`config.mk`:
```
export PLATFORM = sky130hd
export DESIGN_NAME = cmd_proc
export DESIGN_NICKNAME = d
export VERILOG_FILES = /design/src/rtl/cmd_proc.sv
export SDC_FILE = /design/constraint.sdc
export NUM_CORES = 1
export LEC_CHECK = 0
export CAP_MARGIN = 10
export CORE_ASPECT_RATIO = 0.75
export CORE_MARGIN = 3
export CORE_UTILIZATION = 45
export DETAILED_ROUTE_END_ITERATION = 10
export PLACE_DENSITY = 0.8
export SLEW_MARGIN = 25
export SYNTH_ARGS = -nofsm -noshare
export SYNTH_HDL_FRONTEND = slang
export SYNTH_SLANG_ARGS = --single-unit
```
`constraint.sdc`:
```
create_clock -name clk -period 1.7 [get_ports clk]
set_input_delay 0.17 -clock clk [delete_from_list [all_inputs] [get_ports clk]]
set_output_delay 0.17 -clock clk [all_outputs]
set_load 0.1 [all_outputs]
```
`src/rtl/cmd_proc.sv`:
```
// Command sequencer sitting in front of navigation. Decodes 16-bit link
// commands into start strobes, heading and stop qualifiers, waits for the
// matching completion pulse and answers with a one-byte ACK/NAK response.
// Every output comes straight from a flop.
module cmd_proc #(
  parameter logic [7:0] ACK = 8'hA5,
  parameter logic [7:0] NAK = 8'h5A
) (
  input  logic        clk,
  input  logic        rst,
  input  logic [15:0] cmd,
  input  logic        cmd_rdy,
  output logic        clr_cmd_rdy,
  output logic        strt_cal,
  input  logic        cal_done,
  output logic        strt_hdng,
  output logic        strt_mv,
  output logic        stp_lft,
  output logic        stp_rght,
  output logic [11:0] dsrd_hdng,
  input  logic        mv_cmplt,
  output logic        cmd_md,
  output logic        strt_solve,
  output logic        lft_aff,
  input  logic        sol_cmplt,
  output logic        send_resp,
  output logic [7:0]  resp
);

  typedef enum logic [2:0] {IDLE, CAL, HDNG, MOVE, SOLVE, RESP} state_t;

  state_t      state_q;
  // High during the first cycle of a wait state: the start action fires then
  // and completion inputs are not yet looked at.
  logic        first_q;
  // Operand bits captured when the command is consumed; the link may change
  // cmd as soon as clr_cmd_rdy has been seen.
  logic [11:0] fld_q;

  logic        clr_cmd_rdy_q, strt_cal_q, strt_hdng_q, strt_mv_q;
  logic        strt_solve_q, send_resp_q;
  logic        stp_lft_q, stp_rght_q, cmd_md_q, lft_aff_q;
  logic [11:0] dsrd_hdng_q;
  logic [7:0]  resp_q;

  // Bit 12 carries no meaning for any opcode.
  logic        unused_cmd_bit;
  assign unused_cmd_bit = cmd[12];

  // Sequencer FSM: decode, start action, completion wait and response.
  always_ff @(posedge clk) begin
    if (rst) begin
      state_q       <= IDLE;
      first_q       <= 1'b0;
      fld_q         <= 12'h000;
      clr_cmd_rdy_q <= 1'b0;
      strt_cal_q    <= 1'b0;
      strt_hdng_q   <= 1'b0;
      strt_mv_q     <= 1'b0;
      strt_solve_q  <= 1'b0;
      send_resp_q   <= 1'b0;
      stp_lft_q     <= 1'b0;
      stp_rght_q    <= 1'b0;
      cmd_md_q      <= 1'b1;
      lft_aff_q     <= 1'b0;
      dsrd_hdng_q   <= 12'h000;
      resp_q        <= 8'h00;
    end else begin
      // Strobes are single-cycle unless re-asserted below.
      clr_cmd_rdy_q <= 1'b0;
      strt_cal_q    <= 1'b0;
      strt_hdng_q   <= 1'b0;
      strt_mv_q     <= 1'b0;
      strt_solve_q  <= 1'b0;
      send_resp_q   <= 1'b0;
      first_q       <= 1'b0;

      case (state_q)
        IDLE: begin
          if (cmd_rdy) begin
            clr_cmd_rdy_q <= 1'b1;
            fld_q         <= cmd[11:0];
            first_q       <= 1'b1;
            case (cmd[15:13])
              3'b000:  state_q <= CAL;
              3'b001:  state_q <= HDNG;
              3'b010:  state_q <= MOVE;
              3'b011:  state_q <= SOLVE;
              default: begin
                state_q <= RESP;
                resp_q  <= NAK;
              end
            endcase
          end
        end

        CAL: begin
          if (first_q) begin
            strt_cal_q <= 1'b1;
          end else if (cal_done) begin
            state_q <= RESP;
            resp_q  <= ACK;
          end
        end

        HDNG: begin
          if (first_q) begin
            strt_hdng_q <= 1'b1;
            dsrd_hdng_q <= fld_q;
          end else if (mv_cmplt) begin
            state_q <= RESP;
            resp_q  <= ACK;
          end
        end

        MOVE: begin
          if (first_q) begin
            strt_mv_q  <= 1'b1;
            stp_lft_q  <= fld_q[1];
            stp_rght_q <= fld_q[0];
          end else if (mv_cmplt) begin
            stp_lft_q  <= 1'b0;
            stp_rght_q <= 1'b0;
            state_q    <= RESP;
            resp_q     <= ACK;
          end
        end

        SOLVE: begin
          if (first_q) begin
            strt_solve_q <= 1'b1;
            cmd_md_q     <= 1'b0;
            lft_aff_q    <= fld_q[0];
          end else if (sol_cmplt) begin
            cmd_md_q <= 1'b1;
            state_q  <= RESP;
            resp_q   <= ACK;
          end
        end

        RESP: begin
          send_resp_q <= 1'b1;
          state_q     <= IDLE;
        end

        default: state_q <= IDLE;
      endcase
    end
  end

  assign clr_cmd_rdy = clr_cmd_rdy_q;
  assign strt_cal    = strt_cal_q;
  assign strt_hdng   = strt_hdng_q;
  assign strt_mv     = strt_mv_q;
  assign strt_solve  = strt_solve_q;
  assign send_resp   = send_resp_q;
  assign stp_lft     = stp_lft_q;
  assign stp_rght    = stp_rght_q;
  assign cmd_md      = cmd_md_q;
  assign lft_aff     = lft_aff_q;
  assign dsrd_hdng   = dsrd_hdng_q;
  assign resp        = resp_q;

endmodule

```
==> results.json, run 1 <==
{
  "power_leakage_uw": 0.000843,
  "required_ns": 1.90,
  "dpl.hpwl_um": 2490,
  "max_freq_ghz": 0.640,
  "grt_setup_unrepaired": "false",
  "drive_gt1_frac": 0.239,
  "cp.arrival_ns": 1.77,
  "die_h_um": 57.6,
  "finalSetupViolations": 0,
  "drtAntennaViolNets": 0,
  "syn_area_um2": 1600,
  "clock-sinks": 39,
  "fin_hold_ws_ns": 0.424,
  "grt_max_degree": 30,
  "cp_max_fo": 12,
  "cts_tree": "built",
  "antenna_cells": 0,
  "start_util": 0.477,
  "slew_violations": 0,
  "status": "finished clean",
  "synth_cell_types": 35,
  "ys_seq_area_frac": 0.488,
  "area_growth_pct": 37.6,
  "avgSynthCellArea_um2": 8.79,
  "fin_skew_ns": 0.00648,
  "synthArstFlopShare": 0,
  "drtPass1Iterations": 4,
  "holdBufCountCts": 0,
  "core_um2": 3360,
  "hold_class": "in2reg",
  "placementRows": 18,
  "synth_top_cells_by_area": "dfxtp_1 (49%), nand2_1 (12%), a21oi_1 (8.8%)",
  "grt_use_total": 0.169,
  "fin_crit_ns": 1.56,
  "ioPinCount": 52,
  "htree_levels": 2,
  "antenna_found_initial": 0,
  "dr_total_vias": 1331,
  "tns_ns": 0,
  "worst_pin_slew_ns": 0.461,
  "synth_warnings": 0,
  "power.total_uw": 3270,
  "grt_overflow": 0,
  "power_density_nw_per_um2": 1480,
  "grt_pass1_vias": 1139,
  "crit_type": "reg2reg",
  "numPortBuffers": 50,
  "synthCells": 182,
  "routed_via_density": 5.00,
  "gp_congestion": 0.838,
  "cp-start-kind": "register",
  "slew_headroom": 0.692,
  "yosysTopAreaCellShare": 0.488,
  "yosys_most_used_dff": "dfxtp_1",
  "synth_top_area_cell": "dfxtp_1",
  "clkTransAtPathRegs_ns": 0.07,
  "cts_buffer_depth": 2,
  "insertion_delay_ns": 0.29,
  "wl_per_cell_um": 12.9,
  "ir_worst_vdd_uv": 848,
  "die_w_um": 74.9,
  "cts_root_buffer": "clkbuf_8",
  "synth_nets": 204,
  "wl_um": 3440,
  "cp-end-kind": "register",
  "maxCapViolCount": 0,
  "min_period_over_period": 0.919,
  "ys_ff_latch": 39,
  "die-area_um2": 4320,
  "synth-edff-count": 0,
  "timing.final.ws_setup_ns": 0.137,
  "fin_nets": 247,
  "drt_iter0_drc": 47,
  "fill_cells": 274,
  "grt_first_pass_wirelength_um": 5530,
  "final-hold-violation-count": 0,
  "final_util": 0.656,
  "drc_errors": 0,
  "place_ws_ns": 0.0929,
  "cts_made_buffers": 5
}
[cells by family after synthesis]
group | share of synthesized area
compound gates | 0.185
xor+xnor | 0.00547
buf+inv | 0.0766
flops | 0.488
mux | 0.0125
simple gates | 0.232
[power by group]
| group | leakage [uW] | switching, uW | internal, uW |
|---|---|---|---|
| registers | 0.000317 | 182 | 1010 |
| logic | 0.000475 | 880 | 522 |
| clock network | 0.0000505 | 303 | 369 |
[worst max-delay path, stage by stage, from the launching register on]
cell,delay [ns]
dfxtp_1,0.45
nor3_2,0.31
and2_1,0.44
nand2_1,0.10
a21oi_1,0.18
[registers in the layout (all words and copies together), names as in the netlist, 2 cells and up]
name / count
dsrd_hdng: 12
fld_q: 12
state_q: 3
resp: 2
[through the flow]
stage,cells,area (um2)
2_1_floorplan,182,1600
6_report,266,2200
5_1_grt,266,2200
3_5_place_dp,258,2100
4_1_cts,266,2200
3_3_place_gp,258,2100
[placed cells by master (no fill, tap or decap), types with 2 or more instances in the layout]
cell type,instances
a21o_1,2
a21oi_1,28
a22o_1,2
a41oi_1,3
and2_1,2
buf_12,9
buf_4,24
clkbuf_8,7
clkdlybuf4s50_1,20
dfxtp_1,37
dfxtp_2,2
inv_1,2
mux2i_1,2
nand2_1,51
nor2_1,7
nor2b_1,2
nor3_2,2
nor3b_1,2
o21a_1,2
o21ai_2,2
o21bai_1,2
[layer usage]
metal	global-route usage	vias up	part of all wire
li1	-	692	-
met1	0.244	600	0.48
met2	0.242	37	0.47
met3	0.0572	2	0.046
met4	0.0457	0	0.0044
met5	0	-	0
[cell type report]
| cell class | count | area (um2) | share of cell area |
|---|---|---|---|
| flip-flops and latches | 39 | 783 | 0.356 |
| multi-input cells | 124 | 697 | 0.316 |
| repair buffers | 53 | 561 | 0.255 |
| clock buffers | 7 | 96.3 | 0.0438 |
| well taps | 40 | 50.0 | 0.0227 |
| clock inverters | 1 | 7.51 | 0.00341 |
| inverters | 2 | 7.51 | 0.00341 |
[cells in the mapped netlist (all sizes together), types with 3 or more instances]
library cell / count
nand2: 51
dfxtp: 39
a21oi: 29
buf: 12
clkbuf: 5
a41oi: 3
o21ai: 3
nor2: 7
nor3b: 3
[final timing paths]
| kind | endpoint | slack (ns) | cells after the start | startpoint |
|---|---|---|---|---|
| max | fld_q[7] | 0.14 | 4 | state_q[1] |
| min | fld_q[4] | 0.42 | 3 | cmd[4] |
| max reg2reg | fld_q[7] | 0.14 | 4 | state_q[1] |
| min reg2reg | dsrd_hdng[9] | 0.45 | 2 | fld_q[9] |
[repair_timing]
| item | in CTS | in global routing |
|---|---|---|
| resized for setup | 0 | 2 |
| buffers inserted | 0 | 0 |
| endpoints found under the setup margin | 0 | 10 |
Note: power is estimated with default switching activity, not from simulation.
==> inputs of run 2 (changes only) <==
--- a/config.mk
+++ b/config.mk
@@ -7,9 +7,10 @@
 export LEC_CHECK = 0
 export CAP_MARGIN = 10
 export CORE_ASPECT_RATIO = 0.75
-export CORE_MARGIN = 3
+export CORE_MARGIN = 4
 export CORE_UTILIZATION = 45
 export DETAILED_ROUTE_END_ITERATION = 10
+export HOLD_SLACK_MARGIN = 0.05
 export PLACE_DENSITY = 0.8
 export SLEW_MARGIN = 25
 export SYNTH_ARGS = -nofsm -noshare
==> results.json, run 2 (same netlist as run 1, synthesis figures left out) <==
{
  "cts_made_buffers": 5,
  "die_h_um": 59.6,
  "post_cts_buffers": 0,
  "wl_um": 3490,
  "placementRows": 18,
  "dpl.hpwl_um": 2510,
  "numPortBuffers": 50,
  "fill_cells": 270,
  "min_period_over_period": 0.939,
  "required_ns": 1.91,
  "hold_depth": 3,
  "area.sequential_um2": 782,
  "min_to": "fld_q[3]",
  "tns_ns": 0,
  "core_um2": 3360,
  "final-hold-violation-count": 0,
  "drt_iter0_drc": 76,
  "die_w_um": 76.9,
  "layout_commonest_cell": "nand2_1",
  "cp-end-kind": "register",
  "wl_per_cell_um": 13.0,
  "htree_levels": 2,
  "fin_crit_ns": 1.60,
  "power.total_uw": 3210,
  "critical_path.slowest_cell": "dfxtp_1",
  "drtAntennaViolNets": 0,
  "grt_pass1_vias": 1235,
  "start_util": 0.477,
  "clkTransAtPathRegs_ns": 0.07,
  "drtPass1Iterations": 4,
  "ioPinCount": 52,
  "grt_overflow": 0,
  "power_leakage_uw": 0.000849,
  "grt_use_total": 0.158,
  "die-area_um2": 4580,
  "cts_root_buffer": "clkbuf_8",
  "cts_tree": "built",
  "drc_errors": 0,
  "top_layer": "met4",
  "maxCapViolCount": 0,
  "antenna_cells": 0,
  "holdBufCountCts": 0,
  "clock-sinks": 39,
  "area_growth_pct": 37.4,
  "crit_type": "reg2reg",
  "wl_met1_um": 1630,
  "antenna_found_initial": 0,
  "ir_worst_vdd_uv": 1030,
  "grt_max_degree": 29,
  "cp_max_fo": 12,
  "slew_headroom": 0.683,
  "fin_skew_ns": 0.00186,
  "drive_gt1_frac": 0.241,
  "cp_cell_sequence": "nor3b_2 > o21ai_2 > and3_4 > a311oi_1",
  "insertion_delay_ns": 0.29,
  "r2r_slack_ns": 0.10,
  "slew_violations": 0,
  "grt_first_pass_wirelength_um": 5630,
  "final_cell_mix": "nand2_1 (51), dfxtp_1 (38), a21oi_1 (28)",
  "power_density_nw_per_um2": 1460,
  "worstRegToRegCells": 4,
  "fin_nets": 249,
  "finalSetupViolations": 0,
  "cp-start-kind": "register",
  "rr_startpoint": "state_q[2]",
  "cts_buffer_depth": 2,
  "slowest_delay_ns": 0.62,
  "dr_wl_met2_um": 1560,
  "routed_via_density": 5.13,
  "multi_input_area_um2": 699,
  "dr_total_vias": 1374,
  "grt_setup_unrepaired": "false",
  "status": "finished clean",
  "cp.arrival_ns": 1.80,
  "min_from": "cmd[3]",
  "max_freq_ghz": 0.627,
  "r2r_end": "resp[6]",
  "worst_pin_slew_ns": 0.475,
  "gp_congestion": 0.791,
  "hold_class": "in2reg",
  "wl_met3_um": 219
}
==> run 2: through the flow <==
| stage | cells | setup WS [ns] | hold slack [ns] | cell area (um2) | utilization |
|---|---|---|---|---|---|
| after global placement | 260 | 0.0724 | 0.439 | 2110 | 0.629 |
| after CTS | 268 | 0.0173 | 0.412 | 2200 | 0.654 |
| after global routing | 268 | 0.00156 | 0.424 | 2200 | 0.655 |
| after floorplan | 182 | 0.103 | 0.306 | 1600 | - |
| after detailed placement | 260 | 0.0456 | 0.443 | 2110 | 0.629 |
| final | 268 | 0.104 | 0.417 | 2200 | 0.655 |
==> run 2: cell type report <==
type,instances,share of cell area
Clock buffer,5,0.0313
Tap cell,40,0.0228
Inverter,2,0.00341
Multi-Input combinational cell,124,0.318
Clock inverter,3,0.00683
Timing Repair Buffer,55,0.262
Sequential cell,39,0.356
==> run 2: metal layers <==
metal,vias up,track usage
met5,-,0
li1,698,-
met2,42,0.247
met1,626,0.203
met4,0,0.0775
met3,8,0.0441
==> run 2: where the power goes <==
| part | internal [uW] | switching (uW) |
|---|---|---|
| registers | 1010 | 178 |
| clock network | 280 | 318 |
| logic | 535 | 883 |
==> run 2: critical path: cells and delay by family (launching register included) <==
| family | cells | cell delay [ns] |
|---|---|---|
| AOI/OAI and AO/OA | 2 | 0.34 |
| and+or+nand+nor | 2 | 0.54 |
| DFF | 1 | 0.62 |
==> run 2: what timing repair did <==
item                       4_1_cts  5_1_grt
resized for setup                0        1
hold endpoints to repair         0        0
setup endpoints to repair        0       12
==> run 2: worst max-delay path by stage <==
stage,startpoint,end,slack (ns),cells past startpoint
after floorplan,resp[5],resp[2],0.10,1
after global placement,state_q[2],dsrd_hdng[7],0.07,4
after detailed placement,state_q[2],dsrd_hdng[7],0.05,4
after CTS,state_q[2],dsrd_hdng[7],0.02,4
after global routing,state_q[2],resp[5],0.002,4
final,state_q[2],resp[6],0.10,4
==> inputs of run 3 (changes only) <==
--- a/config.mk
+++ b/config.mk
@@ -12,6 +12,7 @@
 export DETAILED_ROUTE_END_ITERATION = 10
 export HOLD_SLACK_MARGIN = 0.05
 export PLACE_DENSITY = 0.8
+export SKIP_LAST_GASP = 1
 export SLEW_MARGIN = 25
 export SYNTH_ARGS = -nofsm -noshare
 export SYNTH_HDL_FRONTEND = slang
==> results of run 3 <==
No change in the layout: final DEF, timing and power equal those of run 2.
